==> src/rtl/font_rom_arbiter.sv <==
// font_rom_arbiter: round-robin arbiter that shares one combinational font ROM
// among NUM_REQ glyph-row requesters. Each fetch takes two cycles:
// GRANT, when the ROM is addressed, then DATA, when the response is strobed.
module font_rom_arbiter #(
    parameter int NUM_REQ = 3,
    parameter int CODE_W  = 6,
    parameter int ROW_W   = 3
) (
    input  logic                        Clk,
    input  logic                        Reset_n,
    input  logic [NUM_REQ-1:0]          req,
    input  logic [NUM_REQ*CODE_W-1:0]   req_code,
    input  logic [NUM_REQ*ROW_W-1:0]    req_row,
    input  logic                        pause,
    output logic [NUM_REQ-1:0]          gnt,
    output logic [NUM_REQ-1:0]          rsp_valid,
    output logic [7:0]                  rsp_data,
    output logic [CODE_W+ROW_W-1:0]     rom_addr,
    input  logic [7:0]                  rom_data,
    output logic                        busy
);

    localparam int PTR_W = (NUM_REQ > 1) ? $clog2(NUM_REQ) : 1;

    typedef enum logic [1:0] {IDLE, GRANT, DATA} state_t;

    state_t                     r_state, w_state_nxt;
    logic [PTR_W-1:0]           r_ptr;
    logic [NUM_REQ-1:0]         r_gnt;
    logic [NUM_REQ-1:0]         r_rsp_valid;
    logic [7:0]                 r_rsp_data;
    logic [CODE_W+ROW_W-1:0]    r_rom_addr;

    logic [PTR_W-1:0]           w_win;
    logic [PTR_W-1:0]           w_ptr_nxt;
    logic                       w_found;
    logic                       w_arb;
    logic [NUM_REQ-1:0]         w_onehot;
    logic [CODE_W-1:0]          w_code;
    logic [ROW_W-1:0]           w_row;

    // Round-robin search: the first set req bit starting at r_ptr, wrapping modulo NUM_REQ.
    // The sum is one bit wider so that the wrap works for NUM_REQ that are not a power of two.
    always_comb begin
        logic [PTR_W:0] sum;
        logic [PTR_W-1:0] idx;
        w_found = 1'b0;
        w_win   = '0;
        sum     = '0;
        idx     = '0;
        for (int k = 0; k < NUM_REQ; k++) begin
            sum = {1'b0, r_ptr} + (PTR_W+1)'(k);
            if (sum >= (PTR_W+1)'(NUM_REQ))
                sum = sum - (PTR_W+1)'(NUM_REQ);
            idx = sum[PTR_W-1:0];
            if (!w_found && req[idx]) begin
                w_found = 1'b1;
                w_win   = idx;
            end
        end
    end

    // Winner decode: arbitration is allowed only outside GRANT and only while pause is low.
    always_comb begin
        w_arb     = (r_state != GRANT) && !pause && w_found;
        w_onehot  = NUM_REQ'(1) << w_win;
        w_code    = req_code[int'(w_win)*CODE_W +: CODE_W];
        w_row     = req_row[int'(w_win)*ROW_W +: ROW_W];
        w_ptr_nxt = (w_win == PTR_W'(NUM_REQ-1)) ? '0 : w_win + PTR_W'(1);
    end

    // State register
    always_ff @(posedge Clk) begin
        if (!Reset_n) r_state <= IDLE;
        else          r_state <= w_state_nxt;
    end

    // Next-state logic: DATA chains straight into GRANT when another request is ready
    always_comb begin
        w_state_nxt = r_state;
        case (r_state)
            IDLE:    if (w_arb) w_state_nxt = GRANT;
            GRANT:   w_state_nxt = DATA;
            DATA:    w_state_nxt = w_arb ? GRANT : IDLE;
            default: w_state_nxt = IDLE;
        endcase
    end

    // Datapath: grant and ROM address on arbitration; ROM capture and response strobe in GRANT
    always_ff @(posedge Clk) begin
        if (!Reset_n) begin
            r_ptr       <= '0;
            r_gnt       <= '0;
            r_rsp_valid <= '0;
            r_rsp_data  <= '0;
            r_rom_addr  <= '0;
        end else begin
            r_gnt       <= '0;
            r_rsp_valid <= '0;
            if (r_state == GRANT) begin
                r_rsp_valid <= r_gnt;
                r_rsp_data  <= rom_data;
            end
            if (w_arb) begin
                r_gnt      <= w_onehot;
                r_rom_addr <= {w_code, w_row};
                r_ptr      <= w_ptr_nxt;
            end
        end
    end

    assign gnt       = r_gnt;
    assign rsp_valid = r_rsp_valid;
    assign rsp_data  = r_rsp_data;
    assign rom_addr  = r_rom_addr;
    assign busy      = (r_state != IDLE);

endmodule

==> config.mk <==
export PLATFORM = sky130hd
export DESIGN_NAME = font_rom_arbiter
export DESIGN_NICKNAME = d
export VERILOG_FILES = /design/src/rtl/font_rom_arbiter.sv
export SDC_FILE = /design/constraint.sdc
export NUM_CORES = 1
export LEC_CHECK = 0
export ABC_CLOCK_PERIOD_IN_PS = 5900
export CAP_MARGIN = 25
export CELL_PAD_IN_SITES_DETAIL_PLACEMENT = 0
export CELL_PAD_IN_SITES_GLOBAL_PLACEMENT = 1
export CORE_MARGIN = 3
export CORE_UTILIZATION = 32
export DETAILED_ROUTE_END_ITERATION = 16
export PLACE_DENSITY = 0.93
export SETUP_SLACK_MARGIN = 0.2
export SLEW_MARGIN = 20
export SYNTH_ARGS = -nofsm -noshare
export SYNTH_HDL_FRONTEND = slang
export SYNTH_SLANG_ARGS = --single-unit
==> constraint.sdc <==
create_clock -name Clk -period 5.9 [get_ports Clk]
set_clock_uncertainty 0.05 [all_clocks]
set_input_delay 1.18 -clock Clk [delete_from_list [all_inputs] [get_ports Clk]]
set_output_delay 1.18 -clock Clk [all_outputs]
set_load 0.02 [all_outputs]
==> run metrics <==
Pins Over Slew Limit 0; Max-Cap Viols 0; Avg Cell Area, Syn 9.31 um2; total grt overflow 0; startpoint types input port; Fmax 295 MHz; number of enable flip-flop cells after synthesis 0; commonest non-fill, non-tap cell in the layout clkdlybuf4s50_1; delay-heaviest family, CP multiplexers; Slew headroom 36.4%; initial antenna violation count 0; Die Y 72.3 um; Post-CTS Setup Bufs 0; Hold Slack 0.407 ns; setup TNS 0 ns; io pins 65; Die W 72.3 um; worst-skew pair later-pin latency 0.27 ns; Mapped Area 1410 um2; Net Count, Synth 196; Lkg Pwr 0.000817 uW; RSZ-0062 raised after global routing false; H-tree levels 1; post-layout minimum cycle time 3.39 ns; Resize count post-CTS 0; net count reported at finish 257; share of post-route cells with drive strength above 1 7.58%; CP dominant cell by count mux2i_1; first-pass GRT wire length 5360 um; Initial Util 34.1%; required time worst endpoint 6.01 ns; vias in the first global route 1222; clk slew on worst S/H paths 0.09 ns; Seq cells post-synth 27; WP buf/inv 1; Vias per Instance 4.96; worst slew pin tran 0.936 ns; initial drt markers 48; CTS tree yes; Setup crit end kind register; post-DP HPWL 2420 um; post-synthesis sequential area ratio 38.5%; Cell Rows 23; period utilization 57.4%; commonest non-fill, non-tap cells in the layout clkdlybuf4s50_1 (64), nand2_1 (30), dfxtp_1 (27); CP Cell Sequence clkdlybuf4s50_1 > mux2i_1 > a2bb2oi_2 > mux2i_2 > mux2i_1 > o221ai_1; Slowest cell on crit path mux2i_2; Pre-Repair DR Iteration Count 4; vias 1295; Hold Vio Cnt, Final 0; synth warn 0; cts hold-fix bufs 0; core area 4120 um2; Global Route Usage Sum 12.6%; Clock Path Buffers 2; worst vdd ir 0.000191 V; Root Buffer clkbuf_8; crit-path max FO 12; routability cong. 0.859; Synth cell types 39; Num Clock Sinks 27; async set-reset flop share out of synthesis 0%; final WL 3280 um; residual DRC count 0; Worst Hold Class reg2reg; ys flop type dfxtp_1; critical path class in2reg; Syn Inst Count 151; status complete, no violations; placed cell count 256; Final setup viols 0; Routed Antenna Nets 0; CP peak stage delay 0.83 ns; # port buffers 64; fin cells 261; largest net degree at the start of global routing 36; Worst EP arrival 3.49 ns; Syn-to-layout area delta 51.3%; drt wl/cell 12.6 um; total CTS buffers 3; die area 5220 um2; pwr dens 335 nW/um2; ANT cells 0
[metrics by stage]
step	area [um2]	power, uW	setup slack [ns]	util [%]
floorplan	1410	493	3.26	-
global placement	2070	603	2.20	50.2
detailed placement	2070	608	2.15	50.2
CTS	2110	716	2.44	51.4
global route	2130	759	2.36	51.7
finish	2130	712	2.51	51.7
[state kept, by name (all words and copies together) (netlist names)]
register	flops
rom_addr	9
rsp_data	8
gnt	3
rsp_valid	3
r_ptr	2
r_state	2
[cell families (layout without fill, tap and decap cells)]
group	count (synthesis)	count (layout)	synth area share, %
adders and majority gates	4	4	3.56
DFF	27	27	38.5
buffers and inverters	13	73	4.36
and+or+nand+nor	65	65	24.8
muxes	15	15	11.2
AOI/OAI and AO/OA	27	27	17.5
[worst register-to-register path: cells and delay by family, from the launching register on]
family / cells / cell delay, ns
AOI/OAI and AO/OA: 2 / 0.41
DFF: 1 / 0.33
adders and majority gates: 1 / 0.30
muxes: 3 / 1.46
buffers and inverters: 1 / 0.09
[cell type report]
cell class | instances | area, um2
clock buffer | 3 | 41.3
sequential | 27 | 541
inverter | 3 | 11.3
clock inverter | 1 | 7.51
tap | 50 | 62.6
fill | 391 | 1990
timing repair buffer | 66 | 659
multi-input combinational | 111 | 803
[cells in the mapped netlist, types with 3 or more instances]
cell       n  area share [%]
and3_1     3             1.3
a21boi_0   8             4.3
mux2i_1   11             7.8
nand2_1   30             8.0
clkbuf_1   7             1.9
dfxtp_1   27              38
nand4_1    9             4.0
o221ai_1   9             5.6
ha_1       4             3.6
nor2_1     4             1.1
inv_1      3            0.80
[routing by layer]
layer,share of wire [%],global-route usage [%]
met5,0,0
met4,0.49,1.88
met3,9.0,4.16
met2,46,21.2
met1,44,15.9
[report_power, final]
group / leakage, uW / internal [uW] / switching (uW)
clock network: 0.0000217 / 48.0 / 59.2
logic: 0.000575 / 178 / 192
registers: 0.000220 / 216 / 17.9
total: 0.000817 / 443 / 269
[final timing paths]
| path | end | cells past startpoint | start | slack (ns) |
|---|---|---|---|---|
| worst max-delay path | rom_addr[6]$_SDFFE_PN0P_ | 6 | req[1] | 2.51 |
| worst min-delay path | r_state[0]$_SDFFE_PN0P_ | 1 | r_state[0]$_SDFFE_PN0P_ | 0.41 |
| worst max register to register | rom_addr[6]$_SDFFE_PN0P_ | 7 | r_ptr[1]$_SDFFE_PN0P_ | 3.13 |
| worst min register to register | r_state[0]$_SDFFE_PN0P_ | 1 | r_state[0]$_SDFFE_PN0P_ | 0.41 |
Note: power is estimated with default switching activity, not from simulation.
